$ cat config.mk
export PLATFORM = sky130hd
export DESIGN_NAME = compare_logger_flat
export DESIGN_NICKNAME = d
export VERILOG_FILES = /design/src/rtl/compare_logger_if.sv /design/src/rtl/compare_logger.sv /design/src/flat_wrapper.sv
export SDC_FILE = /design/constraint.sdc
export NUM_CORES = 1
export LEC_CHECK = 0
export CAP_MARGIN = 20
export CORE_MARGIN = 4
export CORE_UTILIZATION = 55
export CTS_CLUSTER_SIZE = 12
export DETAILED_ROUTE_END_ITERATION = 8
export DONT_BUFFER_PORTS = 1
export GPL_TIMING_DRIVEN = 0
export PLACE_DENSITY = 0.7
export RECOVER_POWER = 50
export SLEW_MARGIN = 20
export SYNTH_ARGS = -nofsm -noshare
export SYNTH_HDL_FRONTEND = slang
export SYNTH_SLANG_ARGS = --single-unit
$ cat constraint.sdc
create_clock -name clk_i -period 8.3 [get_ports clk_i]
set_input_delay 2.49 -clock clk_i [delete_from_list [all_inputs] [get_ports clk_i]]
set_output_delay 2.49 -clock clk_i [all_outputs]
set_load 0.02 [all_outputs]
$ cat src/rtl/compare_logger_if.sv
// compare_logger_if: command, read-data and error-log signal bundle for compare_logger.
// Signal names carry the checker's own direction suffix (_i into the checker, _o out of it).
// slave = checker side, master = driver side (command source, memory read path, log consumer).
interface compare_logger_if #(
  parameter int DATA_W = 64,
  parameter int ADDR_W = 32
);
  localparam int B = DATA_W / 8;

  logic              cmd_valid_i;
  logic              cmd_ready_o;
  logic [ADDR_W-1:0] cmd_addr_i;
  logic [15:0]       cmd_words_i;
  logic [B-1:0]      cmd_start_mask_i;
  logic [B-1:0]      cmd_end_mask_i;
  logic [7:0]        cmd_ptrn_i;
  logic [1:0]        cmd_mode_i;

  logic              readdatavalid_i;
  logic [DATA_W-1:0] readdata_i;

  logic              err_valid_o;
  logic              err_ready_i;
  logic [ADDR_W-1:0] err_addr_o;
  logic [7:0]        err_data_o;
  logic [7:0]        exp_data_o;

  modport slave (
    input  cmd_valid_i, cmd_addr_i, cmd_words_i, cmd_start_mask_i, cmd_end_mask_i,
           cmd_ptrn_i, cmd_mode_i, readdatavalid_i, readdata_i, err_ready_i,
    output cmd_ready_o, err_valid_o, err_addr_o, err_data_o, exp_data_o
  );

  modport master (
    output cmd_valid_i, cmd_addr_i, cmd_words_i, cmd_start_mask_i, cmd_end_mask_i,
           cmd_ptrn_i, cmd_mode_i, readdatavalid_i, readdata_i, err_ready_i,
    input  cmd_ready_o, err_valid_o, err_addr_o, err_data_o, exp_data_o
  );
endinterface

$ cat src/rtl/compare_logger.sv
// compare_logger_fifo: generic pointer FIFO with synchronous clear.
// Latency: write visible on dout_o the cycle after push; dout_o reads 0 while empty.
// Backpressure: caller pushes only when !full_o (or while popping) and pops only when !empty_o.
module compare_logger_fifo #(
  parameter int W     = 8,
  parameter int DEPTH = 4
) (
  input  logic         clk_i,
  input  logic         rst_i,
  input  logic         clr_i,
  input  logic         push_i,
  input  logic [W-1:0] din_i,
  input  logic         pop_i,
  output logic [W-1:0] dout_o,
  output logic         full_o,
  output logic         empty_o
);
  localparam int AW = $clog2(DEPTH);

  logic [W-1:0] mem_q [DEPTH];
  logic [AW:0]  wr_q;
  logic [AW:0]  rd_q;

  assign empty_o = (wr_q == rd_q);
  assign full_o  = (wr_q == {~rd_q[AW], rd_q[AW-1:0]});
  assign dout_o  = empty_o ? '0 : mem_q[rd_q[AW-1:0]];

  always_ff @(posedge clk_i or posedge rst_i) begin
    if (rst_i) begin
      wr_q <= '0;
      rd_q <= '0;
    end else if (clr_i) begin
      wr_q <= '0;
      rd_q <= '0;
    end else begin
      if (push_i) wr_q <= wr_q + (AW+1)'(1);
      if (pop_i)  rd_q <= rd_q + (AW+1)'(1);
    end
  end

  // Push into a full FIFO while popping writes the slot being vacated this cycle.
  always_ff @(posedge clk_i) begin
    if (push_i && !clr_i) mem_q[wr_q[AW-1:0]] <= din_i;
  end
endmodule

// compare_logger: checks read beats against a per-command byte pattern and logs the
// lowest mismatching enabled lane per bad beat. Latency: entry visible 2 cycles after beat.
// Backpressure: commands stall on full command FIFO; a full error log drops entries (err_ovf_o).
// Ports: clk_i, rst_i (async, active-high), start_test_i (clear log/status),
//   bus (slave: command, read data, error log), err_cnt_o, err_ovf_o, busy_o.
module compare_logger #(
  parameter int DATA_W      = 64,
  parameter int ADDR_W      = 32,
  parameter int CMD_DEPTH   = 4,
  parameter int ERR_DEPTH   = 8,
  parameter int ERR_CNT_W   = 16,
  parameter bit STOP_ON_ERR = 1'b0
) (
  input  logic                 clk_i,
  input  logic                 rst_i,
  input  logic                 start_test_i,
  compare_logger_if.slave      bus,
  output logic [ERR_CNT_W-1:0] err_cnt_o,
  output logic                 err_ovf_o,
  output logic                 busy_o
);
  localparam int B    = DATA_W / 8;
  localparam int BW   = $clog2(B);
  localparam int WA_W = ADDR_W - BW;

  typedef struct packed {
    logic [WA_W-1:0] wa;     // word address (current beat once active)
    logic [15:0]     words;  // beats remaining, including the current one
    logic [B-1:0]    smask;
    logic [B-1:0]    emask;
    logic [7:0]      ptrn;   // expected byte for the current beat
    logic [1:0]      mode;
  } cmd_t;

  typedef struct packed {
    logic active;
    logic first;
    cmd_t cmd;
  } chk_t;

  typedef struct packed {
    logic [ADDR_W-1:0] addr;
    logic [7:0]        data;
    logic [7:0]        exp;
  } err_t;

  cmd_t cmd_in, cmd_head;
  logic cmd_full, cmd_empty, cmd_push, cmd_pop;
  chk_t st_q, st_d;
  logic stop_q;
  logic s1_err_q;
  err_t s1_ent_q, s1_d, err_head;
  logic err_full, err_empty, err_push_req, err_push, err_pop, err_drop;
  logic [ERR_CNT_W-1:0] err_cnt_q;
  logic ovf_q, busy_q;

  logic         beat_fire, last_beat, load, beat_err;
  logic [B-1:0] en, mis;
  logic [BW-1:0] lane;
  logic [7:0]   rbyte, exp_nxt;
  logic         unused_addr_lsbs;

  assign unused_addr_lsbs = ^bus.cmd_addr_i[BW-1:0];

  // Command queue; while stopped it is held clear and new commands are swallowed.
  assign cmd_in = {bus.cmd_addr_i[ADDR_W-1:BW], bus.cmd_words_i, bus.cmd_start_mask_i,
                   bus.cmd_end_mask_i, bus.cmd_ptrn_i, bus.cmd_mode_i};
  assign bus.cmd_ready_o = stop_q | ~cmd_full;
  assign cmd_push        = bus.cmd_valid_i & ~cmd_full & ~stop_q;

  compare_logger_fifo #(.W($bits(cmd_t)), .DEPTH(CMD_DEPTH)) u_cmd_fifo (
    .clk_i  (clk_i),
    .rst_i  (rst_i),
    .clr_i  (stop_q),
    .push_i (cmd_push),
    .din_i  (cmd_in),
    .pop_i  (cmd_pop),
    .dout_o (cmd_head),
    .full_o (cmd_full),
    .empty_o(cmd_empty)
  );

  assign beat_fire = bus.readdatavalid_i & st_q.active & ~stop_q;
  assign last_beat = (st_q.cmd.words == 16'd1);
  // Next command loads on the last beat of the current one, so there is no bubble.
  assign load      = ~stop_q & ~cmd_empty & (~st_q.active | (beat_fire & last_beat));
  assign cmd_pop   = load;

  always_comb begin
    en = '1;
    if (st_q.first) en = en & st_q.cmd.smask;
    if (last_beat)  en = en & st_q.cmd.emask;
    mis   = '0;
    lane  = '0;
    rbyte = '0;
    for (int i = 0; i < B; i++) begin
      mis[i] = en[i] && (bus.readdata_i[8*i +: 8] != st_q.cmd.ptrn);
    end
    // Descending scan so the lowest mismatching lane wins.
    for (int i = B - 1; i >= 0; i--) begin
      if (mis[i]) begin
        lane  = BW'(i);
        rbyte = bus.readdata_i[8*i +: 8];
      end
    end
  end

  assign beat_err = beat_fire & (|mis);
  assign s1_d     = {st_q.cmd.wa, lane, rbyte, st_q.cmd.ptrn};

  always_comb begin
    case (st_q.cmd.mode)
      2'd1:    exp_nxt = {st_q.cmd.ptrn[6:0], st_q.cmd.ptrn[6] ^ st_q.cmd.ptrn[1] ^ st_q.cmd.ptrn[0]};
      2'd2:    exp_nxt = st_q.cmd.ptrn + 8'd1;
      default: exp_nxt = st_q.cmd.ptrn;
    endcase
  end

  always_comb begin
    st_d = st_q;
    if (stop_q) begin
      st_d.active = 1'b0;
    end else if (beat_fire && !last_beat) begin
      st_d.first     = 1'b0;
      st_d.cmd.words = st_q.cmd.words - 16'd1;
      st_d.cmd.wa    = st_q.cmd.wa + WA_W'(1);
      st_d.cmd.ptrn  = exp_nxt;
    end else if (load) begin
      st_d.active = 1'b1;
      st_d.first  = 1'b1;
      st_d.cmd    = cmd_head;
    end else if (beat_fire) begin
      st_d.active = 1'b0;
    end
  end

  // Error log: an entry coinciding with start_test_i is discarded with the clear.
  assign err_pop      = ~err_empty & bus.err_ready_i;
  assign err_push_req = s1_err_q & ~start_test_i;
  assign err_push     = err_push_req & (~err_full | err_pop);
  assign err_drop     = err_push_req & err_full & ~err_pop;

  compare_logger_fifo #(.W($bits(err_t)), .DEPTH(ERR_DEPTH)) u_err_fifo (
    .clk_i  (clk_i),
    .rst_i  (rst_i),
    .clr_i  (start_test_i),
    .push_i (err_push),
    .din_i  (s1_ent_q),
    .pop_i  (err_pop),
    .dout_o (err_head),
    .full_o (err_full),
    .empty_o(err_empty)
  );

  assign bus.err_valid_o = ~err_empty;
  assign bus.err_addr_o  = err_head.addr;
  assign bus.err_data_o  = err_head.data;
  assign bus.exp_data_o  = err_head.exp;

  always_ff @(posedge clk_i or posedge rst_i) begin
    if (rst_i) begin
      st_q      <= '0;
      stop_q    <= 1'b0;
      s1_err_q  <= 1'b0;
      s1_ent_q  <= '0;
      err_cnt_q <= '0;
      ovf_q     <= 1'b0;
      busy_q    <= 1'b0;
    end else begin
      st_q     <= st_d;
      s1_err_q <= beat_err;
      if (beat_err) s1_ent_q <= s1_d;
      // Tracks the next-cycle state so busy drops right after the final beat.
      busy_q <= ~stop_q & (st_d.active | ~cmd_empty);
      if (start_test_i) begin
        stop_q    <= 1'b0;
        err_cnt_q <= '0;
        ovf_q     <= 1'b0;
      end else begin
        // Stop at detection so the beat right behind the first error is already ignored.
        if (STOP_ON_ERR && beat_err) stop_q <= 1'b1;
        if (s1_err_q && (err_cnt_q != '1)) err_cnt_q <= err_cnt_q + ERR_CNT_W'(1);
        if (err_drop) ovf_q <= 1'b1;
      end
    end
  end

  assign err_cnt_o = err_cnt_q;
  assign err_ovf_o = ovf_q;
  assign busy_o    = busy_q;
endmodule

$ cat src/flat_wrapper.sv
// flat-port wrapper written by rule: the top's interface ports become plain ports
module compare_logger_flat 
#(
  parameter int DATA_W      = 64,
  parameter int ADDR_W      = 32,
  parameter int CMD_DEPTH   = 4,
  parameter int ERR_DEPTH   = 8,
  parameter int ERR_CNT_W   = 16,
  parameter bit STOP_ON_ERR = 1'b0
)
  (clk_i, rst_i, start_test_i, err_cnt_o, err_ovf_o, busy_o, bus_cmd_valid_i, bus_cmd_addr_i, bus_cmd_words_i, bus_cmd_start_mask_i, bus_cmd_end_mask_i, bus_cmd_ptrn_i, bus_cmd_mode_i, bus_readdatavalid_i, bus_readdata_i, bus_err_ready_i, bus_cmd_ready_o, bus_err_valid_o, bus_err_addr_o, bus_err_data_o, bus_exp_data_o);
  compare_logger_if #(.DATA_W(DATA_W), .ADDR_W(ADDR_W)) bus_i ();
  input  logic clk_i;
  input  logic rst_i;
  input  logic start_test_i;
  output logic [ERR_CNT_W-1:0] err_cnt_o;
  output logic err_ovf_o;
  output logic busy_o;
  input wire logic [$bits(bus_i.cmd_valid_i)-1:0] bus_cmd_valid_i;
  input wire logic [$bits(bus_i.cmd_addr_i)-1:0] bus_cmd_addr_i;
  input wire logic [$bits(bus_i.cmd_words_i)-1:0] bus_cmd_words_i;
  input wire logic [$bits(bus_i.cmd_start_mask_i)-1:0] bus_cmd_start_mask_i;
  input wire logic [$bits(bus_i.cmd_end_mask_i)-1:0] bus_cmd_end_mask_i;
  input wire logic [$bits(bus_i.cmd_ptrn_i)-1:0] bus_cmd_ptrn_i;
  input wire logic [$bits(bus_i.cmd_mode_i)-1:0] bus_cmd_mode_i;
  input wire logic [$bits(bus_i.readdatavalid_i)-1:0] bus_readdatavalid_i;
  input wire logic [$bits(bus_i.readdata_i)-1:0] bus_readdata_i;
  input wire logic [$bits(bus_i.err_ready_i)-1:0] bus_err_ready_i;
  output wire logic [$bits(bus_i.cmd_ready_o)-1:0] bus_cmd_ready_o;
  output wire logic [$bits(bus_i.err_valid_o)-1:0] bus_err_valid_o;
  output wire logic [$bits(bus_i.err_addr_o)-1:0] bus_err_addr_o;
  output wire logic [$bits(bus_i.err_data_o)-1:0] bus_err_data_o;
  output wire logic [$bits(bus_i.exp_data_o)-1:0] bus_exp_data_o;
  assign bus_i.cmd_valid_i = bus_cmd_valid_i;
  assign bus_i.cmd_addr_i = bus_cmd_addr_i;
  assign bus_i.cmd_words_i = bus_cmd_words_i;
  assign bus_i.cmd_start_mask_i = bus_cmd_start_mask_i;
  assign bus_i.cmd_end_mask_i = bus_cmd_end_mask_i;
  assign bus_i.cmd_ptrn_i = bus_cmd_ptrn_i;
  assign bus_i.cmd_mode_i = bus_cmd_mode_i;
  assign bus_i.readdatavalid_i = bus_readdatavalid_i;
  assign bus_i.readdata_i = bus_readdata_i;
  assign bus_i.err_ready_i = bus_err_ready_i;
  assign bus_cmd_ready_o = bus_i.cmd_ready_o;
  assign bus_err_valid_o = bus_i.err_valid_o;
  assign bus_err_addr_o = bus_i.err_addr_o;
  assign bus_err_data_o = bus_i.err_data_o;
  assign bus_exp_data_o = bus_i.exp_data_o;
  compare_logger #(.DATA_W(DATA_W), .ADDR_W(ADDR_W), .CMD_DEPTH(CMD_DEPTH), .ERR_DEPTH(ERR_DEPTH), .ERR_CNT_W(ERR_CNT_W), .STOP_ON_ERR(STOP_ON_ERR)) u_core (.clk_i(clk_i), .rst_i(rst_i), .start_test_i(start_test_i), .bus(bus_i), .err_cnt_o(err_cnt_o), .err_ovf_o(err_ovf_o), .busy_o(busy_o));
endmodule
==> results.json <==
{
  "grt_pass1_wl_microns": 116800,
  "die_area_sq_um": 65680,
  "syn_inst": 1964,
  "drt_first_pass_iters": 5,
  "avgSynthCellArea_sq_um": 17.26,
  "fin_crit_ns": 6.134,
  "final_area_sq_um": 38140,
  "dp_cells": 2777,
  "critPathArrivalTime_ns": 3.64,
  "wl_per_cell_microns": 25.99,
  "num_rows": 90,
  "maxSlewHeadroom_pct": -93.37,
  "clk_latency_ns": 0.63,
  "num_vias": 18000,
  "drv_slew": 290,
  "yosysWarnings": 0,
  "initialDrtViolationCount": 1774,
  "synth-seq-cells": 822,
  "cp-start-kind": "flip-flop",
  "grt_setup_unrepaired": "false",
  "synthArstFlopShare_pct": 18.73,
  "regArea_sq_um": 23910,
  "finalWorstSetupSlack_ns": 2.166,
  "powerDensity_nw_per_um2": 259.3,
  "numClockSinks": 822,
  "start_util_pct": 55.86,
  "finalHoldViolations": 0,
  "n_fill_cell": 4186,
  "placed_area_sq_um": 35530,
  "antenna_cells": 0,
  "dp_hpwl_microns": 52220,
  "die_y_microns": 256.3,
  "grt_max_degree": 97,
  "r2r_slack_ns": 4.47,
  "ys_types": 71,
  "ys.flop_type": "edfxtp_1",
  "leakage_nw": 13.41,
  "post_cts_buffers": 0,
  "cts.htree.levels": 3,
  "numCtsBuffers": 85,
  "cp_max_fo": 10,
  "hold_slack_ns": 0.4740,
  "die_w_microns": 256.3,
  "place_ws_ns": 2.774,
  "syn_area_sq_um": 33910,
  "wl_microns": 76340,
  "final_cell_mix": "668 x edfxtp_1, 167 x mux4_2, 154 x dfrtp_1, 139 x nand2_1, 103 x nor2_1",
  "drive_above_1_share_pct": 18.56,
  "violations": "max-capacitance violations, max-slew violations",
  "timing.final.crit_share_pct": 73.91,
  "clock_skew_ns": 0.02507,
  "ios": 212,
  "cts_tree": "done",
  "worstPathRequired_ns": 5.81,
  "root_buffer": "clkbuf_16",
  "ant_nets": 0,
  "ys_seq_area_share_pct": 70.53,
  "vias_per_cell": 6.130,
  "io_buffer_count": 0,
  "hold_buffers": 0,
  "fin_nets": 2239,
  "ir_drop_uv": 196.5,
  "worst_slew_pin_slew_ns": 2.885,
  "gp_congestion": 0.8887,
  "grt_usage_pct": 23.26,
  "cts_buffer_depth": 3,
  "final_cell_count_no_fill": 2937,
  "grt-ovfl-total": 0,
  "synth_edf_count": 668,
  "drc": 0,
  "fmax_mhz": 163.0,
  "syn_to_final_growth_pct": 12.50,
  "critPathKind": "reg -> out",
  "layout_commonest_cell": "edfxtp_1",
  "maxCapViolCount": 6,
  "grt_pass1_vias": 18550,
  "setup_violations": 0,
  "clk_pin_slew_ns": 0.06,
  "worstSetupEndpointType": "primary output",
  "hp-class": "reg -> reg",
  "status": "complete, but fails checks",
  "antenna_found_initial": 0,
  "core_area_sq_um": 60700,
  "synth_nets": 2121,
  "multi_input_area_sq_um": 9418,
  "ctsResizeCount": 0
}
[area by class of cell]
class / count / area share [%]
clock buffers: 138 / 6.364
flip-flops and latches: 822 / 62.69
clock inverters: 22 / 0.6101
plain buffers: 110 / 1.365
inverters: 29 / 0.2887
multi-input cells: 1003 / 24.69
repair buffers: 31 / 1.424
well taps: 782 / 2.565
[cells in the mapped netlist, types with 4 or more instances]
cell	count	area, sq um
nor2_1	109	409.1
clkbuf_1	50	187.7
mux2_1	4	45.04
nand2_1	139	521.8
inv_1	27	101.4
a21oi_1	29	145.1
nor4_1	17	106.4
or3_1	6	37.54
nor3_1	13	65.06
and4_1	4	35.03
dfrtp_1	154	3854
nand3_1	36	180.2
mux4_2	167	3761
nand4_1	10	62.56
nor2b_1	11	68.82
and3_1	31	193.9
o21ai_0	47	235.2
o211ai_1	15	112.6
nor3b_1	9	67.56
mux2_4	30	450.4
a2bb2oi_1	8	70.07
buf_2	26	130.1
xnor2_1	26	227.7
o311ai_0	13	113.9
o221ai_1	8	70.07
buf_1	27	101.4
edfxtp_1	668	20060
a21o_1	26	195.2
o22ai_1	10	62.56
a22oi_1	5	37.54
mux2i_1	53	530.5
xor2_1	71	621.9
nand2b_1	8	50.05
a31oi_1	10	62.56
or2_2	4	25.02
or4_1	4	30.03
ha_1	13	162.7
a221o_1	6	60.06
o31ai_1	4	30.03
and2_1	14	87.58
a41oi_1	7	61.31
[critical path, cell delays in order, from the launching register on]
cell      delay, ns
dfrtp_1        0.35
clkbuf_1       0.53
clkbuf_1       0.56
clkbuf_1       0.68
mux4_2         0.41
mux2i_1        0.28
nor2_1         0.18
[stage by stage]
stage | setup TNS (ns) | power [W] | util [%]
3_3_place_gp | -210.51 | 0.006325 | 57.47
4_1_cts | 0 | 0.009991 | 62.92
5_1_grt | 0 | 0.01028 | 62.84
2_1_floorplan | 0 | 0.005980 | -
3_5_place_dp | 0 | 0.006384 | 58.54
6_report | 0 | 0.009892 | 62.84
[final timing paths]
check                                     startpoint  cells after the start                        endpoint
max reg2reg                u_core.u_cmd_fifo.rd_q[1]                      6  u_core.u_cmd_fifo.mem_q[1][58]
min reg2reg                          u_core.st_q[11]                      2                 u_core.st_q[11]
min                                  u_core.st_q[11]                      2                 u_core.st_q[11]
max in group asynchronous                      rst_i                      2             u_core.s1_ent_q[36]
max                        u_core.u_err_fifo.rd_q[1]                      6              bus_err_addr_o[14]
min in group asynchronous                      rst_i                      1             u_core.s1_ent_q[13]
[routing by layer]
metal / vias to the layer above / wire (microns) / GRT usage [%]
li1: 7951 / - / -
met2: 585 / 38790 / 38.86
met4: 0 / 2016 / 6.796
met5: - / 0 / 0
met3: 120 / 4762 / 4.273
met1: 9348 / 30770 / 31.84
[flip-flops by register name, indices dropped and copies added (netlist names)]
signal,count
u_core.busy_o,1
u_core.s1_d,37
u_core.err_ovf_o,1
u_core.u_err_fifo.wr_q,4
u_core.u_cmd_fifo.rd_q,3
u_core.u_err_fifo.rd_q,4
u_core.st_q,36
u_core.err_cnt_o,16
u_core.u_err_fifo.mem_q,384
u_core.s1_err_q,1
u_core.u_cmd_fifo.wr_q,3
u_core.u_cmd_fifo.mem_q,284
u_core.s1_ent_q,48
[cell families after synthesis]
family	synth area share, %
fa+ha+maj	0.4798
flops	70.53
xor+xnor	2.506
buf+inv	1.856
simple gates	6.222
mux	14.15
compound gates	4.255
[power breakdown]
group | switching, W | leakage (nW) | total [W] | internal [W]
combinational | 0.000769 | 3.83 | 0.00123 | 0.000458
sequential | 0.000167 | 8.29 | 0.00505 | 0.00488
clock | 0.00154 | 1.29 | 0.00361 | 0.00208
total | 0.00247 | 13.4 | 0.00989 | 0.00742
Note: power is estimated with default switching activity, not from simulation.
